==> config.mk <==
export PLATFORM = sky130hd
export DESIGN_NAME = hazard_ctrl_unit_flat
export DESIGN_NICKNAME = d
export VERILOG_FILES = /design/src/rtl/hazard_ctrl_unit_pkg.sv /design/src/rtl/hazard_ctrl_unit_if.sv /design/src/rtl/hazard_ctrl_unit_fwd_select.sv /design/src/rtl/hazard_ctrl_unit.sv /design/src/flat_wrapper.sv
export SDC_FILE = /design/constraint.sdc
export NUM_CORES = 1
export LEC_CHECK = 0
export CAP_MARGIN = 5
export CELL_PAD_IN_SITES_DETAIL_PLACEMENT = 0
export CELL_PAD_IN_SITES_GLOBAL_PLACEMENT = 1
export CORE_MARGIN = 1.5
export CORE_UTILIZATION = 21
export DETAILED_ROUTE_END_ITERATION = 8
export PLACE_DENSITY_LB_ADDON = 0.3
export SYNTH_ARGS = -nofsm -noshare
export SYNTH_HDL_FRONTEND = slang
export SYNTH_SLANG_ARGS = --single-unit
==> constraint.sdc <==
create_clock -name clk -period 3.1 [get_ports clk]
set_input_delay 0.62 -clock clk [delete_from_list [all_inputs] [get_ports clk]]
set_output_delay 0.62 -clock clk [all_outputs]
set_load 0.01 [all_outputs]
==> src/rtl/hazard_ctrl_unit_pkg.sv <==
// Shared types for the pipeline hazard controller: forwarding selects and watchdog FSM states.
package hazard_ctrl_unit_pkg;

    typedef enum logic [1:0] {
        FWD_REG = 2'b00,
        FWD_WB  = 2'b01,
        FWD_MEM = 2'b10
    } fwd_sel_e;

    typedef enum logic [1:0] {
        RUN      = 2'b00,
        MEM_WAIT = 2'b01,
        TIMEOUT  = 2'b10
    } hz_state_e;

    // Wide enough for LOAD_USE_STALL-1 with LOAD_USE_STALL up to 3.
    localparam int unsigned LU_CNT_W = 2;

    function automatic int unsigned wait_cnt_width(int unsigned max_wait);
        return $clog2(max_wait + 1);
    endfunction

endpackage

==> src/rtl/hazard_ctrl_unit_if.sv <==
// Pipeline <-> hazard controller signal bundle; master is the pipeline, slave the controller.
interface hazard_ctrl_unit_if #(
    parameter int unsigned REG_ADDR_W = 5,
    parameter int unsigned CNT_W      = 32
);
    logic [REG_ADDR_W-1:0] id_rs1_addr;
    logic [REG_ADDR_W-1:0] id_rs2_addr;
    logic                  id_uses_rs1;
    logic                  id_uses_rs2;
    logic [REG_ADDR_W-1:0] ex_rs1_addr;
    logic [REG_ADDR_W-1:0] ex_rs2_addr;
    logic [REG_ADDR_W-1:0] ex_rd_addr;
    logic                  ex_memread;
    logic                  ex_branch_taken;
    logic [REG_ADDR_W-1:0] mem_rd_addr;
    logic [REG_ADDR_W-1:0] wb_rd_addr;
    logic                  mem_regwrite;
    logic                  wb_regwrite;
    logic                  mem_req;
    logic                  mem_ready;

    logic [1:0]            forward_a;
    logic [1:0]            forward_b;
    logic                  stall_f;
    logic                  stall_d;
    logic                  stall_e;
    logic                  stall_m;
    logic                  flush_d;
    logic                  flush_e;
    logic                  flush_w;
    logic                  mem_timeout;
    logic [CNT_W-1:0]      perf_stall_cnt;
    logic [CNT_W-1:0]      perf_flush_cnt;
    logic [CNT_W-1:0]      perf_memwait_cnt;

    modport master (
        output id_rs1_addr, id_rs2_addr, id_uses_rs1, id_uses_rs2,
        output ex_rs1_addr, ex_rs2_addr, ex_rd_addr, ex_memread, ex_branch_taken,
        output mem_rd_addr, wb_rd_addr, mem_regwrite, wb_regwrite, mem_req, mem_ready,
        input  forward_a, forward_b, stall_f, stall_d, stall_e, stall_m,
        input  flush_d, flush_e, flush_w, mem_timeout,
        input  perf_stall_cnt, perf_flush_cnt, perf_memwait_cnt
    );

    modport slave (
        input  id_rs1_addr, id_rs2_addr, id_uses_rs1, id_uses_rs2,
        input  ex_rs1_addr, ex_rs2_addr, ex_rd_addr, ex_memread, ex_branch_taken,
        input  mem_rd_addr, wb_rd_addr, mem_regwrite, wb_regwrite, mem_req, mem_ready,
        output forward_a, forward_b, stall_f, stall_d, stall_e, stall_m,
        output flush_d, flush_e, flush_w, mem_timeout,
        output perf_stall_cnt, perf_flush_cnt, perf_memwait_cnt
    );

endinterface

==> src/rtl/hazard_ctrl_unit_fwd_select.sv <==
// Forwarding comparator for one EX source operand; MEM result beats WB result, x0 never forwards.
module hazard_ctrl_unit_fwd_select
    import hazard_ctrl_unit_pkg::*;
#(
    parameter int unsigned REG_ADDR_W = 5
) (
    input  logic [REG_ADDR_W-1:0] ex_rs_addr,
    input  logic [REG_ADDR_W-1:0] mem_rd_addr,
    input  logic                  mem_regwrite,
    input  logic [REG_ADDR_W-1:0] wb_rd_addr,
    input  logic                  wb_regwrite,
    output fwd_sel_e              sel
);

    always_comb begin
        sel = FWD_REG;
        if (mem_regwrite && (mem_rd_addr != '0) && (mem_rd_addr == ex_rs_addr)) begin
            sel = FWD_MEM;
        end else if (wb_regwrite && (wb_rd_addr != '0) && (wb_rd_addr == ex_rs_addr)) begin
            sel = FWD_WB;
        end
    end

endmodule

==> src/rtl/hazard_ctrl_unit.sv <==
// Pipeline hazard controller: forwarding, load-use bubbles, branch flushes, memory freeze/watchdog.
// Performance counters are built only when HAZARD_PERF_CNT_EN is defined.
module hazard_ctrl_unit
    import hazard_ctrl_unit_pkg::*;
#(
    parameter int unsigned REG_ADDR_W     = 5,
    parameter int unsigned LOAD_USE_STALL = 1,
    parameter int unsigned MAX_MEM_WAIT   = 15,
    parameter int unsigned CNT_W          = 32
) (
    input  logic              clk,
    input  logic              rst,
    hazard_ctrl_unit_if.slave hz
);

    localparam int unsigned           WAIT_W    = wait_cnt_width(MAX_MEM_WAIT);
    localparam logic [WAIT_W-1:0]     WAIT_MAX  = WAIT_W'(MAX_MEM_WAIT);
    localparam logic [LU_CNT_W-1:0]   LU_RELOAD = LU_CNT_W'(LOAD_USE_STALL - 1);

    hz_state_e             state_q, state_d;
    logic [WAIT_W-1:0]     wait_cnt_q, wait_cnt_d;
    logic [LU_CNT_W-1:0]   lu_cnt_q, lu_cnt_d;

    logic     mstall;
    logic     branch;
    logic     lu;
    logic     lu_active;
    fwd_sel_e fwd_a, fwd_b;
    logic     stall_f, stall_d, stall_e, stall_m;
    logic     flush_d, flush_e, flush_w;

    hazard_ctrl_unit_fwd_select #(
        .REG_ADDR_W (REG_ADDR_W)
    ) u_fwd_a (
        .ex_rs_addr   (hz.ex_rs1_addr),
        .mem_rd_addr  (hz.mem_rd_addr),
        .mem_regwrite (hz.mem_regwrite),
        .wb_rd_addr   (hz.wb_rd_addr),
        .wb_regwrite  (hz.wb_regwrite),
        .sel          (fwd_a)
    );

    hazard_ctrl_unit_fwd_select #(
        .REG_ADDR_W (REG_ADDR_W)
    ) u_fwd_b (
        .ex_rs_addr   (hz.ex_rs2_addr),
        .mem_rd_addr  (hz.mem_rd_addr),
        .mem_regwrite (hz.mem_regwrite),
        .wb_rd_addr   (hz.wb_rd_addr),
        .wb_regwrite  (hz.wb_regwrite),
        .sel          (fwd_b)
    );

    // TIMEOUT keeps the pipe frozen regardless of the memory handshake.
    assign mstall = (hz.mem_req && !hz.mem_ready) || (state_q == TIMEOUT);
    assign branch = hz.ex_branch_taken && !mstall;
    assign lu     = hz.ex_memread && (hz.ex_rd_addr != '0) &&
                    ((hz.id_uses_rs1 && (hz.id_rs1_addr == hz.ex_rd_addr)) ||
                     (hz.id_uses_rs2 && (hz.id_rs2_addr == hz.ex_rd_addr)));
    assign lu_active = (lu || (lu_cnt_q != '0)) && !mstall && !branch;

    always_ff @(posedge clk or posedge rst) begin
        if (rst) begin
            state_q    <= RUN;
            wait_cnt_q <= '0;
            lu_cnt_q   <= '0;
        end else begin
            state_q    <= state_d;
            wait_cnt_q <= wait_cnt_d;
            lu_cnt_q   <= lu_cnt_d;
        end
    end

    always_comb begin
        state_d    = state_q;
        wait_cnt_d = wait_cnt_q;
        unique case (state_q)
            RUN: begin
                if (mstall) begin
                    wait_cnt_d = WAIT_W'(1);
                    state_d    = (MAX_MEM_WAIT <= 1) ? TIMEOUT : MEM_WAIT;
                end
            end
            MEM_WAIT: begin
                if (hz.mem_ready || !hz.mem_req) begin
                    state_d    = RUN;
                    wait_cnt_d = '0;
                end else begin
                    wait_cnt_d = wait_cnt_q + WAIT_W'(1);
                    if (wait_cnt_d == WAIT_MAX) begin
                        state_d = TIMEOUT;
                    end
                end
            end
            TIMEOUT: state_d = TIMEOUT;
            default: state_d = RUN;
        endcase
    end

    // Bubble countdown: first bubble comes from lu itself, the rest from lu_cnt.
    always_comb begin
        lu_cnt_d = '0;
        if (mstall) begin
            lu_cnt_d = lu_cnt_q;
        end else if (branch) begin
            lu_cnt_d = '0;
        end else if (lu_cnt_q != '0) begin
            lu_cnt_d = lu_cnt_q - LU_CNT_W'(1);
        end else if (lu) begin
            lu_cnt_d = LU_RELOAD;
        end
    end

    always_comb begin
        stall_f = 1'b0;
        stall_d = 1'b0;
        stall_e = 1'b0;
        stall_m = 1'b0;
        flush_d = 1'b0;
        flush_e = 1'b0;
        flush_w = 1'b0;
        if (!rst) begin
            if (mstall) begin
                stall_f = 1'b1;
                stall_d = 1'b1;
                stall_e = 1'b1;
                stall_m = 1'b1;
                flush_w = 1'b1;
            end else if (branch) begin
                flush_d = 1'b1;
                flush_e = 1'b1;
            end else if (lu_active) begin
                stall_f = 1'b1;
                stall_d = 1'b1;
                flush_e = 1'b1;
            end
        end
    end

    assign hz.forward_a   = rst ? FWD_REG : fwd_a;
    assign hz.forward_b   = rst ? FWD_REG : fwd_b;
    assign hz.stall_f     = stall_f;
    assign hz.stall_d     = stall_d;
    assign hz.stall_e     = stall_e;
    assign hz.stall_m     = stall_m;
    assign hz.flush_d     = flush_d;
    assign hz.flush_e     = flush_e;
    assign hz.flush_w     = flush_w;
    assign hz.mem_timeout = (state_q == TIMEOUT);

`ifdef HAZARD_PERF_CNT_EN
    logic [CNT_W-1:0] stall_cnt_q, flush_cnt_q, memwait_cnt_q;

    // Saturating counters: hold at all-ones instead of wrapping.
    always_ff @(posedge clk or posedge rst) begin
        if (rst) begin
            stall_cnt_q   <= '0;
            flush_cnt_q   <= '0;
            memwait_cnt_q <= '0;
        end else begin
            if (stall_d && (stall_cnt_q != '1)) begin
                stall_cnt_q <= stall_cnt_q + CNT_W'(1);
            end
            if (flush_d && (flush_cnt_q != '1)) begin
                flush_cnt_q <= flush_cnt_q + CNT_W'(1);
            end
            if (mstall && (memwait_cnt_q != '1)) begin
                memwait_cnt_q <= memwait_cnt_q + CNT_W'(1);
            end
        end
    end

    assign hz.perf_stall_cnt   = stall_cnt_q;
    assign hz.perf_flush_cnt   = flush_cnt_q;
    assign hz.perf_memwait_cnt = memwait_cnt_q;
`else
    assign hz.perf_stall_cnt   = {CNT_W{1'b0}};
    assign hz.perf_flush_cnt   = {CNT_W{1'b0}};
    assign hz.perf_memwait_cnt = {CNT_W{1'b0}};
`endif

endmodule

==> src/flat_wrapper.sv <==
// flat-port wrapper written by rule: the top's interface ports become plain ports
module hazard_ctrl_unit_flat import hazard_ctrl_unit_pkg::*;
#(
    parameter int unsigned REG_ADDR_W     = 5,
    parameter int unsigned LOAD_USE_STALL = 1,
    parameter int unsigned MAX_MEM_WAIT   = 15,
    parameter int unsigned CNT_W          = 32
)
  (clk, rst, hz_id_rs1_addr, hz_id_rs2_addr, hz_id_uses_rs1, hz_id_uses_rs2, hz_ex_rs1_addr, hz_ex_rs2_addr, hz_ex_rd_addr, hz_ex_memread, hz_ex_branch_taken, hz_mem_rd_addr, hz_wb_rd_addr, hz_mem_regwrite, hz_wb_regwrite, hz_mem_req, hz_mem_ready, hz_forward_a, hz_forward_b, hz_stall_f, hz_stall_d, hz_stall_e, hz_stall_m, hz_flush_d, hz_flush_e, hz_flush_w, hz_mem_timeout, hz_perf_stall_cnt, hz_perf_flush_cnt, hz_perf_memwait_cnt);
  hazard_ctrl_unit_if #(.REG_ADDR_W(REG_ADDR_W), .CNT_W(CNT_W)) hz_i ();
  input  logic clk;
  input  logic rst;
  input wire logic [$bits(hz_i.id_rs1_addr)-1:0] hz_id_rs1_addr;
  input wire logic [$bits(hz_i.id_rs2_addr)-1:0] hz_id_rs2_addr;
  input wire logic [$bits(hz_i.id_uses_rs1)-1:0] hz_id_uses_rs1;
  input wire logic [$bits(hz_i.id_uses_rs2)-1:0] hz_id_uses_rs2;
  input wire logic [$bits(hz_i.ex_rs1_addr)-1:0] hz_ex_rs1_addr;
  input wire logic [$bits(hz_i.ex_rs2_addr)-1:0] hz_ex_rs2_addr;
  input wire logic [$bits(hz_i.ex_rd_addr)-1:0] hz_ex_rd_addr;
  input wire logic [$bits(hz_i.ex_memread)-1:0] hz_ex_memread;
  input wire logic [$bits(hz_i.ex_branch_taken)-1:0] hz_ex_branch_taken;
  input wire logic [$bits(hz_i.mem_rd_addr)-1:0] hz_mem_rd_addr;
  input wire logic [$bits(hz_i.wb_rd_addr)-1:0] hz_wb_rd_addr;
  input wire logic [$bits(hz_i.mem_regwrite)-1:0] hz_mem_regwrite;
  input wire logic [$bits(hz_i.wb_regwrite)-1:0] hz_wb_regwrite;
  input wire logic [$bits(hz_i.mem_req)-1:0] hz_mem_req;
  input wire logic [$bits(hz_i.mem_ready)-1:0] hz_mem_ready;
  output wire logic [$bits(hz_i.forward_a)-1:0] hz_forward_a;
  output wire logic [$bits(hz_i.forward_b)-1:0] hz_forward_b;
  output wire logic [$bits(hz_i.stall_f)-1:0] hz_stall_f;
  output wire logic [$bits(hz_i.stall_d)-1:0] hz_stall_d;
  output wire logic [$bits(hz_i.stall_e)-1:0] hz_stall_e;
  output wire logic [$bits(hz_i.stall_m)-1:0] hz_stall_m;
  output wire logic [$bits(hz_i.flush_d)-1:0] hz_flush_d;
  output wire logic [$bits(hz_i.flush_e)-1:0] hz_flush_e;
  output wire logic [$bits(hz_i.flush_w)-1:0] hz_flush_w;
  output wire logic [$bits(hz_i.mem_timeout)-1:0] hz_mem_timeout;
  output wire logic [$bits(hz_i.perf_stall_cnt)-1:0] hz_perf_stall_cnt;
  output wire logic [$bits(hz_i.perf_flush_cnt)-1:0] hz_perf_flush_cnt;
  output wire logic [$bits(hz_i.perf_memwait_cnt)-1:0] hz_perf_memwait_cnt;
  assign hz_i.id_rs1_addr = hz_id_rs1_addr;
  assign hz_i.id_rs2_addr = hz_id_rs2_addr;
  assign hz_i.id_uses_rs1 = hz_id_uses_rs1;
  assign hz_i.id_uses_rs2 = hz_id_uses_rs2;
  assign hz_i.ex_rs1_addr = hz_ex_rs1_addr;
  assign hz_i.ex_rs2_addr = hz_ex_rs2_addr;
  assign hz_i.ex_rd_addr = hz_ex_rd_addr;
  assign hz_i.ex_memread = hz_ex_memread;
  assign hz_i.ex_branch_taken = hz_ex_branch_taken;
  assign hz_i.mem_rd_addr = hz_mem_rd_addr;
  assign hz_i.wb_rd_addr = hz_wb_rd_addr;
  assign hz_i.mem_regwrite = hz_mem_regwrite;
  assign hz_i.wb_regwrite = hz_wb_regwrite;
  assign hz_i.mem_req = hz_mem_req;
  assign hz_i.mem_ready = hz_mem_ready;
  assign hz_forward_a = hz_i.forward_a;
  assign hz_forward_b = hz_i.forward_b;
  assign hz_stall_f = hz_i.stall_f;
  assign hz_stall_d = hz_i.stall_d;
  assign hz_stall_e = hz_i.stall_e;
  assign hz_stall_m = hz_i.stall_m;
  assign hz_flush_d = hz_i.flush_d;
  assign hz_flush_e = hz_i.flush_e;
  assign hz_flush_w = hz_i.flush_w;
  assign hz_mem_timeout = hz_i.mem_timeout;
  assign hz_perf_stall_cnt = hz_i.perf_stall_cnt;
  assign hz_perf_flush_cnt = hz_i.perf_flush_cnt;
  assign hz_perf_memwait_cnt = hz_i.perf_memwait_cnt;
  hazard_ctrl_unit #(.REG_ADDR_W(REG_ADDR_W), .LOAD_USE_STALL(LOAD_USE_STALL), .MAX_MEM_WAIT(MAX_MEM_WAIT), .CNT_W(CNT_W)) u_core (.clk(clk), .rst(rst), .hz(hz_i));
endmodule
# Word level (Yosys, flattened, before mapping)
# Index checks and enable logic that the tools add are counted.
dict set report word_totals {
  register_bits 8
  wordCells 73
  inputBits 45
}
dict set report classes {
  addsub 2
  reduce_logical 30
  n_eq_ne 11
  n_mux 27
}
# op count
set ops {}
lappend ops {{equality test 5 bit} 6}
lappend ops {{two-way mux 2 bit} 9}
lappend ops {{nonzero test 5 bit} 3}
lappend ops {{logical AND 1 bit} 14}
lappend ops {{two-way mux 1 bit} 14}
lappend ops {{two-way mux 4 bit} 2}
lappend ops {{one-hot mux 4 bit (2 select lines)} 1}
lappend ops {{one-hot mux 2 bit (3 select lines)} 1}
lappend ops {{adder 4 x 1 -> 4 bit, second input constant} 1}
lappend ops {{equality test 4 bit, second input constant} 1}
lappend ops {{zero test 1 bit} 4}
lappend ops {{logical OR 1 bit} 4}
lappend ops {{AND reduction 2 bit} 2}
lappend ops {{nonzero test 2 bit} 2}
lappend ops {{inequality test 3 x 1 -> 1 bit, second input constant} 1}
lappend ops {{equality test 2 x 1 -> 1 bit, second input constant} 1}
lappend ops {{equality test 2 bit, second input constant} 1}
lappend ops {{zero test 2 bit} 1}
lappend ops {{inequality test 2 x 1 -> 1 bit, second input constant} 1}
lappend ops {{subtractor 2 x 1 -> 2 bit, second input constant} 1}

# Longest topological paths before layout
dict set report logic_depth {
  ltp_word 11
  depth_mapped 6
  ltp_nobuf 5
}

# Modules after synthesis
# From an unflattened synthesis, not the netlist that was laid out.
dict set report unflattened {
  cells_unflattened 214
  hier_area_um2 1700.4
}
# mod seq_area_each_um2 cells_per_inst n_inst area_each_um2
set modules_own_cells {}
lappend modules_own_cells {hazard_ctrl_unit 200.2 174 1 1397.6}
lappend modules_own_cells {hazard_ctrl_unit_fwd_select 0.0 20 2 151.4}

# Worst setup path before layout
# No wires, ideal clock.
dict set report synth_path {
  path_kind {input to output}
  start {in hz_ex_rd_addr[1]}
  end {out hz_stall_f}
  n_path_buf 1
  arrival_ps 1784
  path_stages 6
  slack_ps 696
  cell_sequence {xnor2_1 nand4_1 o22ai_1 o211ai_1 a221oi_1 buf_4}
}
dict set report synth_between {
  elab_chain_cells 11
  word_cells_on_any_way 15
}
# item line_no
set synth_rtl {}
lappend synth_rtl {{from (decl)} flat_wrapper.sv:19} ;# input wire logic [$bits(hz_i.ex_rd_addr)-1:0] hz_ex_rd_addr;
lappend synth_rtl {{equality test 5 bit, on equally long branches} {hazard_ctrl_unit.sv:58, hazard_ctrl_unit.sv:59}}
lappend synth_rtl {{logical AND 1 bit, on equally long branches} {hazard_ctrl_unit.sv:58, hazard_ctrl_unit.sv:59}}
lappend synth_rtl {{logical OR 1 bit} hazard_ctrl_unit.sv:58} ;# ((hz.id_uses_rs1 && (hz.id_rs1_addr == hz.ex_rd_addr)) ||
lappend synth_rtl {{logical AND 1 bit *} hazard_ctrl_unit.sv:57} ;# assign lu = hz.ex_memread && (hz.ex_rd_addr != '0) &&
lappend synth_rtl {{logical OR 1 bit *} hazard_ctrl_unit.sv:60} ;# assign lu_active = (lu || (lu_cnt_q != '0)) && !mstall && !branch;
lappend synth_rtl {{logical AND 1 bit * (2 in a row)} hazard_ctrl_unit.sv:60}
lappend synth_rtl {{two-way mux 1 bit * (4 in a row)} --}
lappend synth_rtl {{to (decl)} flat_wrapper.sv:30} ;# output wire logic [$bits(hz_i.stall_f)-1:0] hz_stall_f;
# Mark *: on every way between the ends. The rest lies on a longest branch, timed or not.

# Worst setup path after layout
dict set report layout_path {
  start {in hz_mem_rd_addr[2]}
  end {out hz_forward_a[0]}
}
dict set report layout_between {
  elab_chain_cells 5
  word_cells_on_any_way 6
}
# item line_no
set layout_rtl {}
lappend layout_rtl {{from (decl)} flat_wrapper.sv:22} ;# input wire logic [$bits(hz_i.mem_rd_addr)-1:0] hz_mem_rd_addr;
lappend layout_rtl {{nonzero test 5 bit} hazard_ctrl_unit_fwd_select.sv:17} ;# if (mem_regwrite && (mem_rd_addr != '0) && (mem_rd_addr == ex_rs_addr)) begin
lappend layout_rtl {{logical AND 1 bit} hazard_ctrl_unit_fwd_select.sv:17}
lappend layout_rtl {{logical AND 1 bit *} hazard_ctrl_unit_fwd_select.sv:17}
lappend layout_rtl {{two-way mux 2 bit *} hazard_ctrl_unit_fwd_select.sv:17}
lappend layout_rtl {{two-way mux 2 bit *} hazard_ctrl_unit.sv:140} ;# assign hz.forward_a = rst ? FWD_REG : fwd_a;
lappend layout_rtl {{to (decl)} flat_wrapper.sv:28} ;# output wire logic [$bits(hz_i.forward_a)-1:0] hz_forward_a;
# Marked as above.

==> reports/metrics.csv <==
stage;metric;value;unit
cells_and_area;leading cell type in the layout, fill and taps excluded;conb_1;
place;Cells after DPL;374;
setup_path;Most common cell on crit path;nor3_1;
sta;final-report hold violation count;0;
floorplan;core area;7330;sq um
setup_path;required time worst endpoint;2480;ps
sta;Period Utilization, post-route;96.4;%
min_path;hold depth;2;
drt;drt initial violations;5;
drt;via count;1269;
drt;post-DR wirelength/cell;9.16;um
place;Final Wtd Congestion;0.773;
setup_path;crit path launch type;input port;
place;port bufs;56;
synthesis;synthesized area;1610;sq um
synthesis;post-synthesis sequential area ratio;12.5;%
global_routing;initial antenna violation count;0;
floorplan;Die H;90.5;um
sta;Final Max Tran Viols;0;
sta;RSZ-0062 raised after global routing;false;
setup_path;crit path cell chain;clkdlybuf4s50_1, or4_4, o21ai_4, nor3_1, nor3_1, dlygate4sd2_1;
cells_and_area;Area growth syn-to-layout;30.0;%
clocking;CTS root buf;clkbuf_8;
setup_path;critical path type;input port to primary output;
power;Lkg Pwr;1.01;nW
min_path;class of the worst hold path;flop to flop;
clocking;Clock Latency Late Sink;230;ps
setup_path;Crit path largest cell delay;560;ps
setup_path;CP bufs+invs;2;
setup_path;critical path endpoint category;primary output;
synthesis;number of unique standard cell types used by synthesis;30;
setup_path;maximum net fanout on the critical path;3;
sta;Setup Skew;0.329;ps
clocking;CTS tree;built;
clocking;CTS Buffer Depth;2;
floorplan;Row Count;31;
flow_run;max_cap viols;0;
global_routing;first-pass GRT wire length;5420;um
floorplan;Starting Density;21.9;%
clocking;CTS Hold Buffers Added;0;
synthesis;Post-Syn Instances;206;
drt;DRC Markers;0;
setup_path;Worst R2R Path Depth;4;
place;final HPWL from detailed placement;3160;um
cells_and_area;ratio of cells with drive above 1 in the final layout;9.68;%
sta;Fin Hold WS;536;ps
synthesis;warnings from Yosys;0;
synthesis;Avg Synthesized Cell Area;7.80;sq um
global_routing;number of global-route vias before repair;1161;
sta;final setup fails;0;
power;pwr dens;221;nW/um^2
global_routing;pin count of the biggest net entering global routing;10;
setup_path;arrival time worst endpoint;2370;ps
cells_and_area;nets;328;
setup_path;slowest cell on the critical path;or4_4;
cells_and_area;post-route insts no fill;378;
clocking;H-tree Lvls;1;
floorplan;Die Area;8190;sq um
floorplan;chip width;90.5;um
setup_path;CP Depth;6;
global_routing;Total GRT Usage;7.95;%
clocking;number of buffers created by CTS;3;
synthesis;Yosys reg bits;8;
clocking;Reg clk slew, reported paths;40;ps
clocking;TritonCTS Sinks;8;
drt;antenna-violating nets left;0;
cells_and_area;Antenna diodes;0;
outcome;status;finished clean;
sta;f_max;334;MHz
global_routing;total gr overflow;0;
setup_path;CP delay by family, top;simple AND/OR/NAND/NOR gates;
drt;vias per inst;3.36;
drt;Post-Route WL;3460;um
drt;DRT Pass-1 Iters;4;
floorplan;Ports;153;
cells_and_area;most frequent cells in the layout;96 x conb_1, 49 x clkdlybuf4s50_1, 23 x xnor2_1;
power;Peak VDD IR;82.3;uV
sta;Period minus WS final;2990;ps
==> registers in the layout, summed over array words and instances, names as in the netlist <==
signal	flops
u_core.wait_cnt_q	4
u_core.lu_cnt_q	2
u_core.state_q	2
==> timing repair <==
| action | in CTS | in global routing |
|---|---|---|
| endpoints found under the setup margin | 5 | 2 |
| gates resized for setup | 9 | 3 |
| pin swaps | 1 | 0 |
| buffers inserted | 1 | 0 |
==> cell type report <==
type                       count  area, sq um
multi-input combinational    189         1020
clock buffer                   3         41.3
fill                         811         5240
timing repair buffer          74          687
inverter                       5         18.8
sequential                     8          200
tap                           99          124
==> layer usage <==
metal / wire length, um / global-route usage, %
met5: 0 / 0
met1: 1480 / 9.93
met2: 1700 / 14.5
met3: 264 / 0.926
met4: 15 / 1.59
==> metrics by stage <==
step | TNS [ps] | area, sq um | total power [W] | setup slack [ps] | utilization [%]
6_report | 0 | 2090 | 0.000461 | 110 | 28.5
5_1_grt | 0 | 2090 | 0.000495 | 1.68 | 28.5
4_1_cts | 0 | 2090 | 0.000467 | 0.484 | 28.5
3_5_place_dp | -1190 | 2030 | 0.000337 | -304 | 27.7
3_3_place_gp | -1070 | 2030 | 0.000336 | -259 | 27.7
2_1_floorplan | 0 | 1960 | 0.000319 | 696 | -
==> cells in the mapped netlist (all sizes together) <==
| library cell | instances | area (sq um) |
|---|---|---|
| a2111oi | 1 | 8.76 |
| a211oi | 1 | 7.51 |
| a21boi | 1 | 7.51 |
| a21o | 1 | 7.51 |
| a21oi | 3 | 15.0 |
| a221oi | 1 | 8.76 |
| a31oi | 1 | 6.26 |
| and3 | 2 | 12.5 |
| buf | 99 | 743 |
| conb | 1 | 3.75 |
| dfrtp | 8 | 200 |
| ha | 2 | 25.0 |
| inv | 5 | 18.8 |
| nand2 | 10 | 37.5 |
| nand2b | 1 | 6.26 |
| nand3 | 5 | 25.0 |
| nand4 | 2 | 12.5 |
| nor2 | 6 | 22.5 |
| nor3 | 8 | 45.0 |
| nor4 | 3 | 25.0 |
| o211ai | 2 | 15.0 |
| o21ai | 4 | 23.8 |
| o22ai | 2 | 12.5 |
| o31ai | 1 | 7.51 |
| or4 | 4 | 30.0 |
| xnor2 | 23 | 201 |
| xor2 | 9 | 78.8 |
==> worst reg2reg max path: stages, from the launching register on <==
cell and delay (ps):
dfrtp_1 420, ha_1 240, xor2_1 150, and3_1 200, a2111oi_0 390
==> worst paths after layout <==
check | start | to | slack, ps
min | u_core.wait_cnt_q[1] | u_core.wait_cnt_q[1] | 540
min in group asynchronous | rst | u_core.wait_cnt_q[3] | 720
min reg2reg | u_core.wait_cnt_q[1] | u_core.wait_cnt_q[1] | 540
max | hz_mem_rd_addr[2] | hz_forward_a[0] | 110
max in group asynchronous | rst | u_core.lu_cnt_q[1] | 2240
max reg2reg | u_core.wait_cnt_q[0] | u_core.state_q[0] | 1560
==> kinds of logic after synthesis <==
group,Yosys count,synth area share (%)
buffers and inverters,104,47.4
AND/OR/NAND/NOR,41,13.5
XOR/XNOR,32,17.4
AO/OA/AOI/OAI,18,7.47
flip-flops,8,12.5
adder cells (fa/ha/maj),2,1.56
other,1,0.233
==> where the power goes <==
part / internal (W) / leakage, nW / switching [W]
combinational: 0.000105 / 0.880 / 0.000118
clock: 0.0000840 / 0.0216 / 0.0000393
sequential: 0.000109 / 0.108 / 0.00000585
total: 0.000298 / 1.01 / 0.000164
No activity file was read; power rests on OpenSTA's default activity.
